File: src/rtl/ps2_scan_decoder.sv
// ps2_scan_decoder: decodes the PS/2 set-2 byte stream (E0 / F0 / E1 pause
// prefixes) into single key events, queues them in a show-ahead FIFO and
// tracks the Caps/Num/Scroll lock state for the keyboard model.
//
// Ports:
//   CLOCK_50          in   system clock, rising edge
//   resetn            in   asynchronous active-low reset
//   key_action        in   byte strobe, rising edge marks a new byte
//   scan_code[7:0]    in   byte value, stable while key_action is high
//   evt_valid         out  FIFO non-empty
//   evt_data[9:0]     out  {extended, released, code[7:0]} at FIFO head
//   evt_ready         in   pop request (pop when evt_valid & evt_ready)
//   overflow          out  sticky, an event was dropped on a full FIFO
//   ps2_lock_control  out  lock state {Caps, Num, Scroll}
//
// Build option: define PS2_LOCK_TRACK_EN to enable lock tracking; without it
// ps2_lock_control is tied to 000 and decoding is unchanged.
module ps2_scan_decoder #(
    parameter int unsigned FIFO_DEPTH = 8
) (
    input  logic       CLOCK_50,
    input  logic       resetn,
    input  logic       key_action,
    input  logic [7:0] scan_code,
    output logic       evt_valid,
    output logic [9:0] evt_data,
    input  logic       evt_ready,
    output logic       overflow,
    output logic [2:0] ps2_lock_control
);

    localparam int unsigned PTR_W = (FIFO_DEPTH > 1) ? $clog2(FIFO_DEPTH) : 1;
    localparam int unsigned CNT_W = PTR_W + 1;

    typedef struct packed {
        logic       ext;
        logic       rel;
        logic [7:0] code;
    } evt_t;

    typedef enum logic [2:0] {
        S_IDLE,
        S_EXT,
        S_BRK,
        S_EXT_BRK,
        S_PAUSE
    } state_e;

    state_e     state_q, state_d;
    logic [2:0] skip_q, skip_d;
    logic       ka_q;
    logic       accept;
    logic       emit;
    evt_t       ev;

    assign accept = key_action & ~ka_q;

    // Prefix decoder: only accept cycles advance the state
    always_comb begin
        state_d = state_q;
        skip_d  = skip_q;
        emit    = 1'b0;
        ev      = '0;
        if (accept) begin
            case (state_q)
                S_IDLE: begin
                    case (scan_code)
                        8'hE0: state_d = S_EXT;
                        8'hF0: state_d = S_BRK;
                        8'hE1: begin
                            state_d = S_PAUSE;
                            skip_d  = 3'd7;
                        end
                        // keyboard acknowledge / status bytes carry no key
                        8'hFA, 8'hAA, 8'hEE, 8'hFE, 8'h00, 8'hFF: ;
                        default: begin
                            emit = 1'b1;
                            ev   = '{ext: 1'b0, rel: 1'b0, code: scan_code};
                        end
                    endcase
                end
                S_EXT: begin
                    if (scan_code == 8'hF0) begin
                        state_d = S_EXT_BRK;
                    end else begin
                        emit    = 1'b1;
                        ev      = '{ext: 1'b1, rel: 1'b0, code: scan_code};
                        state_d = S_IDLE;
                    end
                end
                S_BRK: begin
                    emit    = 1'b1;
                    ev      = '{ext: 1'b0, rel: 1'b1, code: scan_code};
                    state_d = S_IDLE;
                end
                S_EXT_BRK: begin
                    emit    = 1'b1;
                    ev      = '{ext: 1'b1, rel: 1'b1, code: scan_code};
                    state_d = S_IDLE;
                end
                S_PAUSE: begin
                    // swallow the 7 trailing pause bytes, then report one E1
                    skip_d = skip_q - 3'd1;
                    if (skip_q == 3'd1) begin
                        emit    = 1'b1;
                        ev      = '{ext: 1'b0, rel: 1'b0, code: 8'hE1};
                        state_d = S_IDLE;
                    end
                end
                default: state_d = S_IDLE;
            endcase
        end
    end

    always_ff @(posedge CLOCK_50 or negedge resetn) begin
        if (!resetn) begin
            state_q <= S_IDLE;
            skip_q  <= 3'd0;
            ka_q    <= 1'b0;
        end else begin
            state_q <= state_d;
            skip_q  <= skip_d;
            ka_q    <= key_action;
        end
    end

    // Event FIFO: push+pop together always succeeds, even when full
    evt_t             mem_q [FIFO_DEPTH];
    logic [PTR_W-1:0] wr_ptr_q, rd_ptr_q;
    logic [CNT_W-1:0] cnt_q;
    logic             overflow_q;
    logic             full, pop, wr_en;

    assign full  = (cnt_q == CNT_W'(FIFO_DEPTH));
    assign pop   = evt_ready & (cnt_q != '0);
    assign wr_en = emit & (~full | pop);

    always_ff @(posedge CLOCK_50 or negedge resetn) begin
        if (!resetn) begin
            wr_ptr_q   <= '0;
            rd_ptr_q   <= '0;
            cnt_q      <= '0;
            overflow_q <= 1'b0;
        end else begin
            if (wr_en) wr_ptr_q <= wr_ptr_q + PTR_W'(1);
            if (pop)   rd_ptr_q <= rd_ptr_q + PTR_W'(1);
            case ({wr_en, pop})
                2'b10:   cnt_q <= cnt_q + CNT_W'(1);
                2'b01:   cnt_q <= cnt_q - CNT_W'(1);
                default: cnt_q <= cnt_q;
            endcase
            if (emit & full & ~pop) overflow_q <= 1'b1;
        end
    end

    // Storage needs no reset: the head is masked while the FIFO is empty
    always_ff @(posedge CLOCK_50) begin
        if (wr_en) mem_q[wr_ptr_q] <= ev;
    end

    assign evt_valid = (cnt_q != '0);
    assign evt_data  = evt_valid ? mem_q[rd_ptr_q] : 10'h000;
    assign overflow  = overflow_q;

`ifdef PS2_LOCK_TRACK_EN
    logic [2:0] lock_q, lock_d;
    logic [2:0] held_q, held_d;
    logic [2:0] lock_sel;

    // Toggle on the first make only; typematic repeats leave the bit alone
    always_comb begin
        lock_d   = lock_q;
        held_d   = held_q;
        lock_sel = 3'b000;
        if (emit && !ev.ext) begin
            case (ev.code)
                8'h58:   lock_sel = 3'b100;
                8'h77:   lock_sel = 3'b010;
                8'h7E:   lock_sel = 3'b001;
                default: lock_sel = 3'b000;
            endcase
            if (ev.rel) begin
                held_d = held_q & ~lock_sel;
            end else begin
                lock_d = lock_q ^ (lock_sel & ~held_q);
                held_d = held_q | lock_sel;
            end
        end
    end

    always_ff @(posedge CLOCK_50 or negedge resetn) begin
        if (!resetn) begin
            lock_q <= 3'b000;
            held_q <= 3'b000;
        end else begin
            lock_q <= lock_d;
            held_q <= held_d;
        end
    end

    assign ps2_lock_control = lock_q;
`else
    assign ps2_lock_control = 3'b000;
`endif

endmodule

File: config.mk
export PLATFORM = sky130hd
export DESIGN_NAME = ps2_scan_decoder
export DESIGN_NICKNAME = d
export VERILOG_FILES = /design/src/rtl/ps2_scan_decoder.sv
export SDC_FILE = /design/constraint.sdc
export NUM_CORES = 1
export LEC_CHECK = 0
export BUFFER_PORTS_ARGS = -buffer_cell sky130_fd_sc_hd__buf_2
export CAP_MARGIN = 20
export CORE_MARGIN = 2
export CORE_UTILIZATION = 49
export DETAILED_ROUTE_END_ITERATION = 8
export PLACE_DENSITY = 0.76
export SETUP_SLACK_MARGIN = 0.02
export SYNTH_ARGS = -nofsm -noshare
export SYNTH_HDL_FRONTEND = slang
export SYNTH_SLANG_ARGS = --single-unit
File: constraint.sdc
create_clock -name CLOCK_50 -period 3.6 [get_ports CLOCK_50]
set_input_delay 0.18 -clock CLOCK_50 [delete_from_list [all_inputs] [get_ports CLOCK_50]]
set_output_delay 0.18 -clock CLOCK_50 [all_outputs]
set_load 0.01 [all_outputs]
======== Yosys cells after proc, flatten, opt, wreduce, memory -nomap -nowiden ========
Memories as Yosys holds them, arrays and structs flattened.
Index checks and enable logic that the tools add are counted.
word-level totals
  bits in registers ....................... 18
  memory bits (writable) .................. 80
  bits of input ports ..................... 12
  output and inout port bits .............. 15
  word-level logic and storage cells ...... 70
  memories ................................ 1
operators by class
  add/subtract/negate cells ............... 5
  equal/unequal tests ..................... 19
  multiplexer cells ....................... 20
  bitwise gates (word level) .............. 9
  reduce and logical (&&, ||, !) cells .... 9
memories
  memory  depth  width  read ports  clocked after Yosys merged registers in  wr ports  line  text
  mem_q   8      10     1           0                                        1         128   evt_t mem_q [FIFO_DEPTH];
operator list
  operator                                              number
  equality test 8 bit (second input constant)           8
  case mux 10 bit (5 select lines)                      1
  two-way mux 10 bit                                    3
  case mux 3 bit (3 select lines)                       2
  two-way mux 8 bit                                     2
  OR reduction 9 bit                                    1
  logical NOT 8 bit                                     1
  case mux 4 bit (2 select lines)                       1
  adder 3 x 1 -> 3 bit (second input constant)          2
  equality test 3 x 1 -> 1 bit (second input constant)  2
  equality test 3 x 2 -> 1 bit (second input constant)  2
  two-way mux 1 bit                                     6
  two-way mux 3 bit                                     2
  case mux 3 bit (2 select lines)                       1
  AND reduction 3 bit                                   2
  bitwise AND 1 bit                                     5
  adder 4 x 1 -> 4 bit (second input constant)          1
  equality test 4 bit (second input constant)           1
  != test 4 x 2 -> 1 bit (second input constant)        1
  case mux 1 bit (4 select lines)                       1
  nonzero test 2 bit                                    2
  nonzero test 4 bit                                    1
  subtractor 4 x 1 -> 4 bit (second input constant)     1
  equality test 3 bit (second input constant)           1
  10 further kinds                                      12

======== Logic depth before layout (Yosys ltp) ========
Gate-level depths: netlist of the first run.
  depth after elaboration ................. 8
  mapped depth ............................ 15
  mapped depth without buffers ............ 14

======== Worst setup path after synthesis of the first run ========
OpenSTA, ideal clock, no wires.
  kind .................................... register -> register
  start ................................... reg state_q[1]
  end ..................................... mem mem_q[0][0] (netlist name), enable pin
  library setup time ...................... 0.403 ns
  arrival time ............................ 2.489 ns
  required time ........................... 3.197 ns
  path slack .............................. 0.708 ns
  cell stages (with the launch flop) ...... 8
  buffers on the path ..................... 2
  clock period less this slack ............ 2.892 ns
  cell sequence ........................... dfrtp_1 > clkbuf_1 > or2_0 > nor3_1 > a22oi_2 > nand2b_1 > buf_4 > nor4_1
on the way
  cells in the longest elaborated chain, start to end .. 7
  elaborated cells on any way between the ends .. 11
  classes of those cells .................. eq/ne (4); mux (4); bitwise (1); reduce/logical (2)
ends and longest elaborated chain
  what                                         line  text
  from (decl)                                  49    state_e state_q, state_d;
  from (signal assigned)                       121   state_q <= state_d;
  equality test 3 x 2 -> 1 bit                 65    case (state_q)
  OR reduction 2 bit (no line)                 --
  case mux 1 bit (4 select lines) (*)          65
  two-way mux 1 bit (*)                        64    if (accept) begin
  bitwise AND 1 bit (*)                        136   assign wr_en = emit & (~full | pop);
  two-way mux 1 bit (*)                        158   if (wr_en) mem_q[wr_ptr_q] <= ev;
  two-way mux 1 bit (not written as such) (*)  158
  to (decl)                                    128
Every way passes the cells marked *; elsewhere a longest branch is shown, timed or not.

======== Worst setup path in the final report of the first run ========
  start ................................... reg skip_q[1]
  end ..................................... reg cnt_q[3]
on the way
  cells in the longest elaborated chain, start to end .. 7
  elaborated cells on any way between the ends .. 9
  classes of those cells .................. eq/ne (3); mux (4); bitwise (1); reduce/logical (1)
ends and longest elaborated chain
  what                                                                   line  text
  from (decl)                                                            50    logic [2:0] skip_q, skip_d;
  from (signal assigned)                                                 122   skip_q <= skip_d;
  equality test 3 x 1 -> 1 bit (*)                                       104   if (skip_q == 3'd1) begin
  two-way mux 1 bit (*)                                                  104
  case mux 1 bit (4 select lines) (*)                                    65
  two-way mux 1 bit (*)                                                  64
  bitwise AND 1 bit (*)                                                  136
  equality test 2 x 1 -> 1 bit or equality test 2 bit (tied branches)    147   case ({wr_en, pop})
  case mux 4 bit (2 select lines) or nonzero test 2 bit (tied branches)  --
  to (signal assigned)                                                   148   2'b10: cnt_q <= cnt_q + CNT_W'(1);
  to (signal assigned)                                                   149   2'b01: cnt_q <= cnt_q - CNT_W'(1);
  to (signal assigned)                                                   150   default: cnt_q <= cnt_q;
  to (decl)                                                              130   logic [CNT_W-1:0] cnt_q;
Marked as above.
A chain may end at the register's enable or synchronous reset.

==> run_results.csv, run 1 <==
group,metric,value,unit
run_status,status,"finished clean",
timing,finalCritPeriodShare,77.3,%
power_and_ir_drop,p_per_area,680,nW/um2
setup_path,worstSetupPathType,"reg2reg",
route,vias_per_cell,5.64,
timing,fmax,359,MHz
global_routing,grt_antenna_before_repair,0,
place,hpwlAfterDp,5490,um
layout,nFillCells,727,
setup_path,crit_path_start_kind,"flip-flop",
route,drt_iter0_markers,146,
place,placed_area,4680,um2
setup_path,crit_fanout,5,
floorplan,die_x,98.4,um
clock_tree,cts_root_buf,"clkbuf_8",
layout,diodes,0,
global_routing,grt_pass1_wl,12800,um
place,portBuffers,23,
logic_synthesis,mappedNetlistArea,4370,um2
logic_synthesis,synthMuxAreaShare,13.9,%
layout,synthToLayoutAreaGrowth,11.8,%
logic_synthesis,synthSimpleGateAreaFrac,9.10,%
timing,rsz0062_at_grt,"no",
route,wl_per_cell,18.5,um
layout,nets,339,
global_routing,grt_pass1_vias,2509,
timing,drv_slew,0,
setup_path,worstPathCellList,"inv_1, ha_1, nor2b_1, nand3_1, o311ai_1, a22oi_2, nand2_1, inv_1, ha_1, a21o_1, a21o_1, or2_2, mux2i_1, xor2_1",
timing,tightest_slew,1030,ps
layout,multiInputGateArea,1400,um2
logic_synthesis,ys_seq_area_share,65.3,%
power_and_ir_drop,total_leakage_power,1.83,nW
route,vias,2442,
setup_path,critPathRequiredTime,3900,ps
clock_tree,htreeDepth,3,
timing,slew_headroom,31.6,%
route,first_pass_iters,4,
logic_synthesis,ys_types,51,
timing,setup_viol,0,
logic_synthesis,syn_inst,280,
layout,register_area,2850,um2
place,gp_congestion,0.799,
setup_path,worstPathArrival,3080,ps
floorplan,rows,34,
floorplan,io-pin-count,27,
clock_tree,cts_made_buffers,9,
logic_synthesis,ys_seq_elements,98,
logic_synthesis,avgSynthCellArea,15.6,um2
power_and_ir_drop,ir_drop,0.296,mV
logic_synthesis,synth_flop_cell,"edfxtp_1",
timing,period_needed,2780,ps
layout,stdcell_area,4890,um2
logic_synthesis,synth_compound_area_share,4.75,%
flow_run,drv_cap,0,
logic_synthesis,synth_top_family_by_area,"multiplexers",
setup_path,worstSetupEndpointType,"flip-flop",
floorplan,die-area,9690,um2
route,routed_wirelength,8000,um
global_routing,grt_max_degree,23,
clock_tree,cts_sinks,98,
timing,fin_hold_ws,215,ps
route,drc,0,
place,dp_slack,741,ps
layout,layout-drive-gt1-share,26.5,%
setup_path,path_buf_inv,2,
timing,finClkSkew,5.30,ps
timing,hold_violations,0,
clock_tree,clock_latency,370,ps
logic_synthesis,synthAdderAreaFrac,2.18,%
route,drtAntennaViolNets,0,
clock_tree,ctsResizeCount,0,
layout,fin_util,56.3,%
setup_path,cpMaxStageDelayCell,"dfrtp_1",
setup_path,crit_path_max_incr_delay,390,ps
logic_synthesis,synthArstFlopShare,18.4,%
logic_synthesis,synth_xor_area_share,1.60,%
logic_synthesis,ys.warnings.count,0,
timing,setup_slack,816,ps
hold_path,hp-class,"in2reg",
floorplan,initial_core_util,50.4,%
global_routing,grt_usage,17.7,%
logic_synthesis,synth-edff-count,80,
global_routing,overflow,0,
clock_tree,clk_pin_slew,100,ps
floorplan,die_height,98.4,um
clock_tree,cts_buffer_depth,2,
setup_path,cpLargestDelayFamily,"simple AND/OR/NAND/NOR gates",
floorplan,core,8680,um2
timing,tns,0,ps
clock_tree,cts_tree,"done",
==> worst register-to-register path: stages, from the launching register on <==
cell,delay (ps)
dfrtp_1,390
inv_1,80
ha_1,140
nor2b_1,220
nand3_1,190
o311ai_1,200
a22oi_2,100
nand2_1,120
inv_1,70
ha_1,260
a21o_1,170
a21o_1,170
or2_2,260
mux2i_1,160
xor2_1,160
==> layout by cell type, fill, tap and decap left out, drive strengths merged, types with 2 or more instances in the layout <==
master       count
a21oi            7
mux2             4
nor2b            3
xor2             2
a21o             2
nand2            9
o2bb2ai          2
nand2b           5
nor4             5
or2              2
dlygate4sd3      2
ha               6
conb             3
o211a            2
or3              2
clkbuf           9
nor2            24
a211oi           2
clkinv           2
a31oi            2
edfxtp          80
mux2i           11
and2             2
dfrtp           18
mux4            20
o21ai            7
inv             17
nand4            3
xnor2            6
buf             39
nand3b           4
nand3            4
nor3             8
==> worst paths after layout <==
path,from,end,slack (ps),cells past startpoint
hold / removal,evt_ready,rd_ptr_q[1],210,4
setup / recovery,skip_q[1],cnt_q[3],820,14
setup reg to reg,skip_q[1],cnt_q[3],820,14
max in group asynchronous,resetn,wr_ptr_q[2],3040,2
hold reg to reg,overflow,overflow,490,1
min in group asynchronous,resetn,skip_q[0],270,2
==> kinds of logic (layout without fill, tap and decap cells) <==
family / after synthesis / in the layout
other cells: 1 / 3
mux: 35 / 35
compound gates: 30 / 30
buf+inv: 27 / 70
fa+ha+maj: 7 / 7
flops: 98 / 98
xor+xnor: 8 / 8
simple gates: 74 / 74
==> flip-flops by register name (all words and copies together) (netlist names) <==
| register | count |
|---|---|
| state_q | 3 |
| cnt_q | 4 |
| rd_ptr_q | 3 |
| mem_q | 80 |
| overflow | 1 |
| wr_ptr_q | 3 |
| skip_q | 3 |
| ka_q | 1 |
==> what timing repair did <==
| item | in CTS | in global routing |
|---|---|---|
| buffers inserted | 0 | 0 |
| hold buffers | 2 | 0 |
| endpoints found under the hold margin | 19 | 0 |
==> area by class of cell <==
class	instances	share of cell area, %
clock inverters	7	1.38
well taps	108	2.76
clock buffers	9	2.53
inverters	13	0.998
multi-input cells	157	28.7
repair buffers	41	5.22
flip-flops and latches	98	58.4
==> power by group <==
part	switching, mW	internal (mW)
combinational	0.509	0.552
sequential	0.199	1.38
clock	0.414	0.270
total	1.12	2.20
==> metal layers <==
metal | share of wire [%] | vias up | GRT usage, %
met3 | 3.0 | 9 | 3.83
met2 | 53 | 47 | 30.5
met4 | 1.0 | 0 | 6.43
met1 | 43 | 1237 | 22.2
li1 | - | 1149 | -
met5 | 0 | - | 0
==> per-stage QoR <==
stage / power [mW] / cells
after floorplan: 2.34 / 282
after global placement: 2.65 / 415
after detailed placement: 2.70 / 415
after CTS: 3.38 / 433
after global routing: 3.53 / 433
final: 3.32 / 433
==> cells in the mapped netlist (all sizes together) (3+ instances only) <==
cell     n  area share, %
a21oi    7           0.80
buf      9            1.5
clkbuf   5           0.43
dfrtp   18             10
edfxtp  80             55
ha       6            1.7
inv     13            1.1
mux2     4            1.1
mux2i   11            2.5
mux4    20             10
nand2    9           0.77
nand2b   5           0.72
nand3    4           0.46
nand3b   4           0.69
nand4    3           0.43
nor2    24            2.1
nor2b    3           0.43
nor3     8            1.2
nor4     5           0.86
o21ai    7           0.80
xnor2    6            1.2
Power figures use the tool's default switching activity.
==> inputs of run 2 (changes only) <==
Settings changed: PLACE_DENSITY 0.76 to 0.78.
Clock period 3.6 ns to 2.38 ns, I/O delays scaled along.
==> run 2 against run 1 <==
Effect of this change: critical endpoint unchanged; fmax rose by 14%; largest cell class unchanged; global-route usage rose by 1.8 points; critical path type unchanged; critical path depth did not move; highest routed layer unchanged; the run now ends with setup timing left.
==> run_results.csv, run 2 (synthesis gave the netlist of run 1 again) <==
group,metric,value,unit
run_status,status,"finished, violations left",
run_status,failed_checks,"setup timing",
timing,slew_headroom,49.2,%
setup_path,worstSetupEndpointType,"flip-flop",
layout,multiInputGateArea,1560,um2
layout,largest_reg_flops,80,
clock_tree,cts_buffer_depth,2,
global_routing,overflow,0,
timing,finalCritPeriodShare,103,%
global_routing,met2_usage,34.5,%
setup_path,r2r_slack,-70,ps
timing,rsz0062_at_grt,"yes",
setup_path,reg2regPathDepth,14,
layout,synthToLayoutAreaGrowth,22.0,%
place,gp_congestion,0.812,
route,vias,2624,
floorplan,die_height,98.4,um
layout,nFillCells,648,
route,routed_wirelength,8970,um
place,portBuffers,23,
route,drtAntennaViolNets,0,
place,placed_area,4920,um2
global_routing,grt_usage,19.5,%
setup_path,critPathRequiredTime,2650,ps
power_and_ir_drop,ir_drop,0.505,mV
timing,setup_slack,-66.8,ps
timing,drv_slew,0,
timing,finClkSkew,7.79,ps
route,drt_iter0_markers,183,
timing,tightest_slew,762,ps
clock_tree,htreeDepth,3,
power_and_ir_drop,total_leakage_power,2.05,nW
global_routing,use_met1,24.1,%
floorplan,die-area,9690,um2
route,wl_per_cell,19.4,um
layout,nets,369,
clock_tree,clock_latency,360,ps
layout,fin_util,61.4,%
global_routing,grt_max_degree,23,
layout,reg_top3,"mem_q: 80 flops, cnt_q: 4 flops",
floorplan,core,8680,um2
route,first_pass_iters,4,
global_routing,grt_pass1_wl,14300,um
layout,final_cell_mix,"edfxtp_1, buf_4, buf_2, nor2_1, mux4_2",
route,vias_per_cell,5.67,
floorplan,io-pin-count,27,
global_routing,grt_pass1_vias,2794,
clock_tree,cts_made_buffers,9,
timing,fmax,409,MHz
hold_path,hp-class,"in2async",
global_routing,grt-busiest-layer,"met2",
floorplan,initial_core_util,50.4,%
clock_tree,cts_tree,"done",
place,hpwlAfterDp,6050,um
layout,layout-drive-gt1-share,38.0,%
layout,max_flop_register,"mem_q",
setup_path,crit_path_start_kind,"flip-flop",
layout,register_area,2850,um2
flow_run,drv_cap,0,
clock_tree,cts_root_buf,"clkbuf_8",
floorplan,rows,34,
layout,stdcell_area,5330,um2
power_and_ir_drop,finalPower,5.49,mW
layout,diodes,0,
timing,setup_viol,23,
power_and_ir_drop,p_per_area,1030,nW/um2
setup_path,worstSetupPathType,"reg2reg",
layout,final_common_cell,"edfxtp_1",
timing,hold_violations,0,
route,drc,0,
layout,final_cells,463,
timing,period_needed,2450,ps
place,dp.cells,440,
global_routing,grt_antenna_before_repair,0,
global_routing,met3_usage,3.19,%
setup_path,worstPathArrival,2720,ps
floorplan,die_x,98.4,um
clock_tree,cts_sinks,98,
setup_path,crit_fanout,2,
clock_tree,clk_pin_slew,90,ps
run 2: cell types whose count changed in the layout (fill, tap and decap cells not counted), sizes merged:
cell / change
buf: +30
bufinv: +2
clkinv: +1
clkinvlp: -1
inv: -2
run 2: final timing paths:
| check | start | endpoint |
|---|---|---|
| max in group asynchronous | resetn | state_q[2] |
| worst max register to register | skip_q[1] | cnt_q[3] |
| worst min register to register | overflow | overflow |
| min in group CLOCK_50 | evt_ready | rd_ptr_q[0] |
| worst min-delay path | resetn | skip_q[2] |
| worst max-delay path | skip_q[1] | cnt_q[3] |
run 2: power breakdown:
part | leakage [nW] | internal [mW] | switching (mW) | total [mW]
registers | 0.964 | 2.09 | 0.268 | 2.36
logic | 0.975 | 1.02 | 0.969 | 1.98
clock network | 0.109 | 0.591 | 0.559 | 1.15
run 2: per-layer routing:
layer	share of wire (%)	routed length, um	up-vias
met2	54	4820	77
met4	1.4	124	0
met1	41	3690	1328
met3	3.8	337	11
li1	-	-	1208
met5	0	0	-
run 2: repair_timing:
item	4_1_cts	5_1_grt
cloned	2	0
setup buffers	1	2
endpoints found under the setup margin	72	80
resized for setup	25	11
pin swaps	6	5
hold endpoints to repair	19	0
hold buffers	2	0
run 2: stage by stage:
step / TNS (ps) / hold slack, ps / setup WS [ps]
6_report: -452 / 216 / -66.8
2_1_floorplan: -4920 / -177 / -159
3_3_place_gp: -2580 / 72.8 / -212
5_1_grt: -7040 / 218 / -196
4_1_cts: -125 / 210 / -125
3_5_place_dp: -4860 / 75.8 / -367
run 2: cell type report:
class                      count  area share, %
tap                          108           2.53
inverter                      13          0.962
sequential                    98           53.5
clock inverter                 7           1.69
clock buffer                   9           2.32
multi-input combinational    157           29.2
timing repair buffer          71           9.81
run 2: critical path: stages, from the launching register on:
cell and delay [ps]:
dfrtp_1 370, inv_2 60, ha_4 150, nor2b_4 130
nand3_4 90, o311ai_4 90, a22oi_2 210, nand2_4 80
inv_4 70, ha_4 180, a21o_1 140, a21o_1 160
or2_4 230, mux2i_2 180, xor2_1 210
==> inputs of run 3 (changes only) <==
Settings changed: CELL_PAD_IN_SITES_DETAIL_PLACEMENT set to 1, CELL_PAD_IN_SITES_GLOBAL_PLACEMENT set to 1, CORE_UTILIZATION 49 to 46, PLACE_DENSITY 0.78 to 0.84.
==> run 3 against run 2 <==
Effect of this change: the flow still finishes with violations (setup timing); die area grew 6.3%; non-clock buffer count grew 7; combinational power grew 6%; clock power shrank 8%; setup slack gained 8.7 ps; utilization shrank 2.9 points; power grew 0.81%; routed wire length grew 20%; clock-buffer cell count is the same; critical path depth is the same; via count grew 4.2%; critical endpoint unchanged; highest routed layer unchanged.
==> run_results.csv, run 3 (synthesis gave the netlist of run 1 again) <==
group,metric,value,unit
route,vias,2734,
timing,finClkSkew,9.46,ps
layout,multiInputGateArea,1570,um2
clock_tree,htreeDepth,3,
flow_run,drv_cap,0,
floorplan,rows,35,
timing,rsz0062_at_grt,"yes",
power_and_ir_drop,switchingPower,1.97,mW
clock_tree,cts_sinks,98,
setup_path,critPathRequiredTime,2680,ps
run_status,failed_checks,"setup timing",
place,portBuffers,23,
timing,finalCritPeriodShare,102,%
clock_tree,cts_root_buf,"clkbuf_8",
floorplan,die_x,101,um
route,first_pass_iters,4,
timing,period_needed,2440,ps
setup_path,crit_path_start_kind,"flip-flop",
route,drtAntennaViolNets,0,
layout,diodes,0,
timing,slew_headroom,52.4,%
power_and_ir_drop,p_per_area,1020,nW/um2
setup_path,crit_fanout,2,
route,vias_per_cell,5.57,
setup_path,worstSetupEndpointType,"flip-flop",
run_status,status,"finished, violations left",
floorplan,die_height,101,um
floorplan,initial_core_util,47.3,%
global_routing,grt_antenna_before_repair,0,
global_routing,overflow,0,
place,hpwlAfterDp,6790,um
timing,setup_slack,-58.1,ps
power_and_ir_drop,ir_drop,0.486,mV
global_routing,grt_pass1_wl,16400,um
layout,synthToLayoutAreaGrowth,23.8,%
clock_tree,cts_made_buffers,9,
route,wl_per_cell,21.9,um
global_routing,grt_pass1_vias,2942,
hold_path,hp-class,"in2reg",
route,routed_wirelength,10700,um
layout,final_cell_mix,"edfxtp_1, buf_4, buf_2, nor2_1, mux4_2",
setup_path,worstPathArrival,2740,ps
power_and_ir_drop,sw_frac_of_total,35.6,%
clock_tree,clock_latency,380,ps
timing,drv_slew,0,
layout,nets,376,
power_and_ir_drop,total_leakage_power,2.06,nW
timing,hold_violations,0,
layout,layout-drive-gt1-share,39.8,%
layout,reg_top3,"mem_q: 80 flops, cnt_q: 4 flops",
timing,fmax,410,MHz
power_and_ir_drop,finalPower,5.54,mW
power_and_ir_drop,clock_power_share,19.2,%
global_routing,grt_usage,22.1,%
clock_tree,cts_buffer_depth,2,
power_and_ir_drop,seqPwrFrac,43.0,%
setup_path,r2r_slack,-60,ps
layout,nFillCells,886,
floorplan,core,9240,um2
timing,setup_viol,1,
layout,max_flop_register,"mem_q",
setup_path,worstSetupPathType,"reg2reg",
power_and_ir_drop,intPower,3.57,mW
place,gp_congestion,0.848,
global_routing,grt_max_degree,21,
floorplan,io-pin-count,27,
timing,tightest_slew,714,ps
route,drc,0,
floorplan,die-area,10300,um2
route,drt_iter0_markers,109,
clock_tree,clk_pin_slew,100,ps
layout,register_area,2850,um2
layout,final_common_cell,"edfxtp_1",
layout,largest_reg_flops,80,
power_and_ir_drop,p_comb_share,37.8,%
clock_tree,cts_tree,"done",
layout,stdcell_area,5410,um2
place,placed_area,4970,um2
## run 3: cell types whose count changed in the layout (fill, tap and decap cells not counted), moves of 2 or more
cell,change
buf_4,+8
buf_12,+2
buf_6,-2
buf_8,-2
bufinv_16,-2
clkinv_1,-2
clkinv_4,+2
inv_8,+2
nor2_2,-2
## run 3: final timing paths
| check | startpoint | to | cells after the start |
|---|---|---|---|
| worst max-delay path | skip_q[1] | cnt_q[3] | 14 |
| worst min-delay path | evt_ready | rd_ptr_q[0] | 3 |
| worst max register to register | skip_q[1] | cnt_q[3] | 14 |
| worst min register to register | overflow | overflow | 1 |
| max in group asynchronous | resetn | state_q[2] | 2 |
| min in group asynchronous | resetn | state_q[1] | 2 |
## run 3: power groups by stage
| stage | clock [mW] | combinational (mW) | sequential, mW |
|---|---|---|---|
| after floorplan | 0 | 1.30 | 2.28 |
| after global placement | 0 | 1.81 | 2.36 |
| after detailed placement | 0 | 1.90 | 2.38 |
| after CTS | 1.08 | 2.04 | 2.37 |
| after global routing | 1.13 | 2.28 | 2.42 |
| final | 1.06 | 2.09 | 2.38 |
## run 3: cell type report
cell class,instances,share of cell area (%)
Multi-Input combinational cell,157,29.0
Tap cell,129,2.98
Clock buffer,9,2.29
Sequential cell,98,52.8
Timing Repair Buffer,78,10.6
Inverter,13,0.948
Clock inverter,7,1.34
## run 3: critical path, cell delays in order (launching register included)
cell and delay, ps:
dfrtp_1 390, inv_2 70, ha_4 150, nor2b_4 130
nand3_4 90, o311ai_4 90, a22oi_2 220, nand2_4 100
inv_4 90, ha_4 190, a21o_1 150, a21o_1 170
or2_4 230, mux2i_2 160, xor2_1 160
## run 3: repair_timing
| action | 4_1_cts | 5_1_grt |
|---|---|---|
| setup endpoints to repair | 80 | 82 |
| hold endpoints to repair | 19 | 0 |
| hold buffers | 2 | 0 |
| gates resized for setup | 24 | 11 |
| setup buffers | 6 | 3 |
| pin swaps | 8 | 5 |
| gates cloned | 3 | 1 |
## run 3: metrics by stage
| step | hold slack, ps | worst slack [ps] | std cells | TNS (ps) | util, % |
|---|---|---|---|---|---|
| 4_1_cts | 197 | -90.3 | 487 | -90.3 | 57.6 |
| 3_3_place_gp | 78.5 | -225 | 460 | -1040 | 53.7 |
| 3_5_place_dp | 84.5 | -332 | 460 | -4580 | 53.7 |
| 6_report | 206 | -58.1 | 491 | -58.1 | 58.6 |
| 2_1_floorplan | -177 | -159 | 282 | -4920 | - |
| 5_1_grt | 216 | -161 | 491 | -2540 | 58.6 |
## run 3: metal layers
layer	up-vias	track usage [%]	wire, um
li1	1220	-	-
met1	1422	27.1	4280
met2	65	39.0	5730
met3	27	4.49	416
met4	0	7.69	303
met5	-	0	0
